===== src/rtl/uart_byte_receiver_pkg.sv =====
// uart_byte_receiver_pkg: UART constants and receiver FSM encoding shared with the tx side
package uart_byte_receiver_pkg;
    localparam int UART_DATA_BITS          = 8;
    localparam int DELAY_FRAMES_27M_115200 = 234;

    typedef enum logic [2:0] {
        RX_IDLE  = 3'd0,
        RX_START = 3'd1,
        RX_DATA  = 3'd2,
        RX_STOP  = 3'd3,
        RX_BREAK = 3'd4
    } rx_state_e;
endpackage


===== src/rtl/uart_byte_receiver_if.sv =====
// uart_byte_receiver_if: received-byte valid/ready stream plus status flags
interface uart_byte_receiver_if;
    import uart_byte_receiver_pkg::*;
    logic [UART_DATA_BITS-1:0] rx_data;
    logic                      rx_valid;
    logic                      rx_ready;
    logic                      frame_err;
    logic                      overrun;
    logic                      busy;
    modport master (output rx_data, rx_valid, frame_err, overrun, busy, input rx_ready);
    modport slave  (input rx_data, rx_valid, frame_err, overrun, busy, output rx_ready);
endinterface


===== src/rtl/uart_rx_fifo.sv =====
// uart_rx_fifo: first-word fall-through FIFO; pointers carry an extra wrap bit
module uart_rx_fifo
    import uart_byte_receiver_pkg::*;
#(
    parameter int FIFO_DEPTH = 4,
    parameter int FIFO_AW    = 2
) (
    input  logic                      clk,
    input  logic                      rst_n,
    input  logic                      push_i,
    input  logic [UART_DATA_BITS-1:0] data_i,
    input  logic                      pop_i,
    output logic [UART_DATA_BITS-1:0] data_o,
    output logic                      full_o,
    output logic                      empty_o
);
    logic [UART_DATA_BITS-1:0] mem_q [FIFO_DEPTH];
    logic [FIFO_AW:0]          wr_q, rd_q;

    assign empty_o = wr_q == rd_q;
    assign full_o  = (wr_q[FIFO_AW] != rd_q[FIFO_AW]) && (wr_q[FIFO_AW-1:0] == rd_q[FIFO_AW-1:0]);
    assign data_o  = empty_o ? '0 : mem_q[rd_q[FIFO_AW-1:0]];

    // pointer advance; a pop on an empty FIFO is ignored
    always_ff @(posedge clk or negedge rst_n) begin
        if (!rst_n) begin
            wr_q <= '0;
            rd_q <= '0;
        end else begin
            if (push_i) wr_q <= wr_q + 1'b1;
            if (pop_i && !empty_o) rd_q <= rd_q + 1'b1;
        end
    end

    // storage write; contents are only visible while not empty
    always_ff @(posedge clk) begin
        if (push_i) mem_q[wr_q[FIFO_AW-1:0]] <= data_i;
    end
endmodule


===== src/rtl/uart_byte_receiver.sv =====
// uart_byte_receiver: 8N1 LSB-first UART receiver feeding a small FWFT FIFO
module uart_byte_receiver
    import uart_byte_receiver_pkg::*;
#(
    parameter int DELAY_FRAMES = DELAY_FRAMES_27M_115200,
    parameter int FIFO_DEPTH   = 4,
    parameter int FIFO_AW      = 2
) (
    input  logic                   clk,
    input  logic                   rst_n,
    input  logic                   uart_rx_i,
    uart_byte_receiver_if.master   bus
);
    localparam int CW = $clog2(DELAY_FRAMES);

    rx_state_e                 state_q, state_d;
    logic [CW-1:0]             cnt_q, cnt_d;
    logic [2:0]                bit_q, bit_d;
    logic [UART_DATA_BITS-1:0] shift_q, shift_d;
    logic                      meta_q, rxs_q;
    logic                      frame_err_q, overrun_q;
    logic                      stop_ok, stop_bad, full, empty, pop, push;

    assign pop           = !empty && bus.rx_ready;
    assign push          = stop_ok && (!full || pop);
    assign bus.rx_valid  = !empty;
    assign bus.frame_err = frame_err_q;
    assign bus.overrun   = overrun_q;
    assign bus.busy      = state_q != RX_IDLE;

    // two-flop synchroniser on the raw line, idle-high reset value
    always_ff @(posedge clk or negedge rst_n) begin
        if (!rst_n) begin
            meta_q <= 1'b1;
            rxs_q  <= 1'b1;
        end else begin
            meta_q <= uart_rx_i;
            rxs_q  <= meta_q;
        end
    end

    // receiver state, bit timing, shift register and registered error pulses
    always_ff @(posedge clk or negedge rst_n) begin
        if (!rst_n) begin
            state_q     <= RX_IDLE;
            cnt_q       <= '0;
            bit_q       <= '0;
            shift_q     <= '0;
            frame_err_q <= 1'b0;
            overrun_q   <= 1'b0;
        end else begin
            state_q     <= state_d;
            cnt_q       <= cnt_d;
            bit_q       <= bit_d;
            shift_q     <= shift_d;
            frame_err_q <= stop_bad;
            overrun_q   <= stop_ok && full && !pop;
        end
    end

    // next state: half-bit wait into the start bit, then one sample per bit period
    always_comb begin
        state_d  = state_q;
        cnt_d    = cnt_q + 1'b1;
        bit_d    = bit_q;
        shift_d  = shift_q;
        stop_ok  = 1'b0;
        stop_bad = 1'b0;
        case (state_q)
            RX_IDLE: begin
                cnt_d = '0;
                if (!rxs_q) state_d = RX_START;
            end
            RX_START: if (cnt_q == CW'(DELAY_FRAMES / 2 - 1)) begin
                cnt_d   = '0;
                bit_d   = '0;
                state_d = rxs_q ? RX_IDLE : RX_DATA;
            end
            RX_DATA: if (cnt_q == CW'(DELAY_FRAMES - 1)) begin
                cnt_d          = '0;
                shift_d[bit_q] = rxs_q;
                bit_d          = bit_q + 3'd1;
                if (bit_q == 3'(UART_DATA_BITS - 1)) state_d = RX_STOP;
            end
            RX_STOP: if (cnt_q == CW'(DELAY_FRAMES - 1)) begin
                cnt_d    = '0;
                stop_ok  = rxs_q;
                stop_bad = !rxs_q;
                state_d  = rxs_q ? RX_IDLE : RX_BREAK;
            end
            RX_BREAK: begin
                cnt_d = '0;
                if (rxs_q) state_d = RX_IDLE;
            end
            default: state_d = RX_IDLE;
        endcase
    end

    uart_rx_fifo #(.FIFO_DEPTH(FIFO_DEPTH), .FIFO_AW(FIFO_AW)) u_fifo (
        .clk     (clk),
        .rst_n   (rst_n),
        .push_i  (push),
        .data_i  (shift_q),
        .pop_i   (pop),
        .data_o  (bus.rx_data),
        .full_o  (full),
        .empty_o (empty)
    );
endmodule


===== src/flat_wrapper.sv =====
// flat-port wrapper written by rule: the top's interface ports become plain ports
module uart_byte_receiver_flat import uart_byte_receiver_pkg::*;
#(
    parameter int DELAY_FRAMES = DELAY_FRAMES_27M_115200,
    parameter int FIFO_DEPTH   = 4,
    parameter int FIFO_AW      = 2
)
  (clk, rst_n, uart_rx_i, bus_rx_data, bus_rx_valid, bus_frame_err, bus_overrun, bus_busy, bus_rx_ready);
  uart_byte_receiver_if bus_i ();
  input  logic clk;
  input  logic rst_n;
  input  logic uart_rx_i;
  output wire logic [$bits(bus_i.rx_data)-1:0] bus_rx_data;
  output wire logic [$bits(bus_i.rx_valid)-1:0] bus_rx_valid;
  output wire logic [$bits(bus_i.frame_err)-1:0] bus_frame_err;
  output wire logic [$bits(bus_i.overrun)-1:0] bus_overrun;
  output wire logic [$bits(bus_i.busy)-1:0] bus_busy;
  input wire logic [$bits(bus_i.rx_ready)-1:0] bus_rx_ready;
  assign bus_rx_data = bus_i.rx_data;
  assign bus_rx_valid = bus_i.rx_valid;
  assign bus_frame_err = bus_i.frame_err;
  assign bus_overrun = bus_i.overrun;
  assign bus_busy = bus_i.busy;
  assign bus_i.rx_ready = bus_rx_ready;
  uart_byte_receiver #(.DELAY_FRAMES(DELAY_FRAMES), .FIFO_DEPTH(FIFO_DEPTH), .FIFO_AW(FIFO_AW)) u_core (.clk(clk), .rst_n(rst_n), .uart_rx_i(uart_rx_i), .bus(bus_i));
endmodule

===== config.mk =====
export PLATFORM = sky130hd
export DESIGN_NAME = uart_byte_receiver_flat
export DESIGN_NICKNAME = d
export VERILOG_FILES = /design/src/rtl/uart_byte_receiver_pkg.sv /design/src/rtl/uart_byte_receiver_if.sv /design/src/rtl/uart_rx_fifo.sv /design/src/rtl/uart_byte_receiver.sv /design/src/flat_wrapper.sv
export SDC_FILE = /design/constraint.sdc
export NUM_CORES = 1
export LEC_CHECK = 0
export CAP_MARGIN = 10
export CORE_MARGIN = 5
export CORE_UTILIZATION = 55
export CTS_CLUSTER_SIZE = 20
export DETAILED_ROUTE_END_ITERATION = 10
export HOLD_SLACK_MARGIN = 0.08
export PLACE_DENSITY = 0.74
export REMOVE_ABC_BUFFERS = 1
export SETUP_SLACK_MARGIN = 0.15
export SYNTH_ARGS = -nofsm -noshare
export SYNTH_HDL_FRONTEND = slang
export SYNTH_SLANG_ARGS = --single-unit

===== constraint.sdc =====
create_clock -name clk -period 3.25 [get_ports clk]
set_input_delay 0.4875 -clock clk [delete_from_list [all_inputs] [get_ports clk]]
set_output_delay 0.4875 -clock clk [all_outputs]
set_load 0.01 [all_outputs]

==> impl_metrics.toml <==
[pwr]
switchingPower_w = 0.000484
p_int_w = 0.00143
p_seq_share_pct = 48.9
p_per_area_nw_per_um2 = 581
p_sw_share_pct = 25.3
combPwrFrac_pct = 19.7
pwr-share-clk_pct = 31.4
ir_drop_uv = 320
power_leakage_nw = 1.30

[detailed_routing]
first_pass_iters = 4
postRouteAntennaNets = 0
vias_per_cell = 5.75
wire_per_inst_um = 16.7
via_count = 1714
drt_iter0_markers = 72
wl_mm = 4.99
drc = 0

[place]
place_ws_ps = 724
gp_congestion = 0.860
io_buffers = 15
hpwl_mm = 3.41

[sta]
setup_tns_ps = 0
fin_skew_ps = 9.61
setup_viol = 0
finalWorstSetupSlack_ps = 402
fmax_mhz = 351
worst_slew_pin_slew_ps = 773
layout_min_cycle_time_ps = 2850
rsz0062_at_grt = "no"
slew_violations = 0
post-route-period-util_pct = 87.6
slew_headroom_pct = 48.1
hold_viol = 0

[synthesis]
synth.avg_cell_area_um2 = 14.4
syn_area_um2 = 2900
synthSimpleGateAreaFrac_pct = 13.2
synth.distinct_cells = 44
yosys-top-cells-area = "edfxtp_1 33%, dfrtp_1 26%, mux4_2 6.2%, ha_1 4.3%, mux2_2 2.7%"
synth_top_area_share_pct = 33.1
synth_top_family_by_area = "simple AND/OR/NAND/NOR gates"
async_flop_share_pct = 50.0
synthAdderAreaFrac_pct = 4.31
synth_enable_flop_cells = 32
synth_xor_area_share_pct = 4.22
yosys.area.top_type = "edfxtp_1"
yosysWarningCount = 0
synthMuxAreaShare_pct = 10.5
ys_ff_latch = 64
ys_seq_area_share_pct = 60.7
synthCells = 202
synth_compound_area_share_pct = 5.04
synth_ff_type = "edfxtp_1"

[clock_network]
postCtsHoldBufs = 0
clk_pin_slew_worst_paths_ps = 70
cts_sinks = 64
numCtsBuffers = 9
cts_setup_buffers = 0
htree_levels = 3
clk_latency_ps = 340
cts_tree = "done"
root_buffer = "clkbuf_8"
clk_path_buf_depth = 2
cts-resized-gates = 0

[setup_path]
worstPathArrival_ps = 2360
worstSetupPathType = "flip-flop to primary output"
r2r_slack_ps = 940
worstSetupEndpointType = "primary output"
cp_max_fo = 11
worstPathRequired_ps = 2760
worstSetupStartpointType = "flip-flop"

[flow_run]
cap_violations = 0

[final_layout]
nNetsFinal = 237
final_util_pct = 64.5
area_delta_synth_final_pct = 13.4
n_antenna_cell = 0
layout-drive-gt1-share_pct = 17.5

[global_route]
grt_pass1_vias = 1810
grt_pass1_wl_mm = 8.30
grt_overflow = 0
grt_max_degree = 33
groute.usage.overall_pct = 16.9
antenna_found_initial = 0

[run_status]
status = "completed"

[hold_path]
hold_path_class = "flip-flop to flip-flop"

[floorplan]
num_rows = 26
boundaryPins = 16
core_region_area_um2 = 5110
die_width_um = 82.7
start_util_pct = 56.9
die-height_um = 82.7
die-area_um2 = 6830
-- cell families (layout without fill, tap and decap cells) --
| kind of cell | Yosys count | after routing |
|---|---|---|
| flops | 64 | 64 |
| simple gates | 60 | 60 |
| compound gates | 22 | 22 |
| mux | 19 | 19 |
| xor+xnor | 14 | 14 |
| buf+inv | 13 | 39 |
| fa+ha+maj | 10 | 10 |
-- state kept, by name, indices dropped and copies added (netlist names) --
signal and count:
u_core.state_q 3, u_core.bus.overrun 1, u_core.shift_q 8, u_core.bit_q 3, u_core.bus.frame_err 1, u_core.rxs_q 1, u_core.u_fifo.mem_q 32, u_core.u_fifo.rd_q 3
u_core.u_fifo.wr_q 3, u_core.cnt_q 8, u_core.meta_q 1
-- area by class of cell --
type | instances | area (µm²)
Clock buffer | 13 | 159
Inverter | 7 | 26.3
Multi-Input combinational cell | 125 | 1080
Clock inverter | 3 | 17.5
Fill cell | 394 | 1810
Timing Repair Buffer | 16 | 158
Tap cell | 70 | 87.6
Sequential cell | 64 | 1760
-- synthesized netlist by cell type, types with 4 or more instances --
| cell type | number |
|---|---|
| nand3_1 | 5 |
| dfrtp_1 | 30 |
| and2_1 | 12 |
| ha_1 | 10 |
| inv_1 | 7 |
| mux2_2 | 7 |
| nand4_1 | 4 |
| edfxtp_1 | 32 |
| nand2_1 | 13 |
| xnor2_1 | 9 |
| a21oi_1 | 8 |
| mux4_2 | 8 |
| nor2_1 | 8 |
| mux2_1 | 4 |
| xor2_1 | 5 |
-- cell usage in the layout (no fill, tap or decap), drive strengths merged, types with 3 or more instances in the layout --
cell type	synthesis	layout
clkbuf	3	13
nor2	8	8
nor4	3	3
a21oi	8	8
xnor2	9	9
mux4	8	8
inv	7	7
nand3	5	5
clkdlybuf4s50	0	15
xor2	5	5
and2	12	12
mux2	11	11
dfrtp	30	30
nand2	13	13
o21ai	3	3
ha	10	10
edfxtp	32	32
nand4	4	4
nor3	3	3
-- power by group through the flow --
| stage | clock network (W) | registers, W | logic (W) |
|---|---|---|---|
| after floorplan | 0 | 0.000937 | 0.000227 |
| after global placement | 0 | 0.000955 | 0.000371 |
| after detailed placement | 0 | 0.000957 | 0.000382 |
| after CTS | 0.000612 | 0.000941 | 0.000384 |
| after global routing | 0.000650 | 0.000949 | 0.000408 |
| final | 0.000601 | 0.000937 | 0.000377 |
-- critical path, cell delays in order, from the launching register on --
cell	delay, ps
dfrtp_1	740
xnor2_1	210
nand3b_1	340
and2_1	270
clkdlybuf4s50_1	480
-- final timing paths --
| kind | cells after the start | end | start |
|---|---|---|---|
| worst min-delay path | 0 | u_core.rxs_q | u_core.meta_q |
| min in group asynchronous | 2 | u_core.state_q[0] | rst_n |
| worst min register to register | 0 | u_core.rxs_q | u_core.meta_q |
| worst max-delay path | 4 | bus_rx_data[0] | u_core.u_fifo.rd_q[0] |
| worst max register to register | 4 | u_core.u_fifo.mem_q[2][0] | u_core.u_fifo.rd_q[0] |
| max in group asynchronous | 2 | u_core.meta_q | rst_n |
-- layer usage --
| layer | track usage, % | part of all wire, % |
|---|---|---|
| met2 | 29.8 | 53 |
| met4 | 7.84 | 2.0 |
| met3 | 4.88 | 4.2 |
| met5 | 0 | 0 |
| met1 | 18.7 | 41 |
-- through the flow --
step,area [µm²],hold slack (ps),total power (W),instances
floorplan,2870,192,0.00116,196
global placement,3120,348,0.00133,282
detailed placement,3120,351,0.00134,282
CTS,3290,359,0.00194,298
global route,3290,364,0.00201,298
finish,3290,353,0.00191,298
Power figures use the tool's default switching activity.
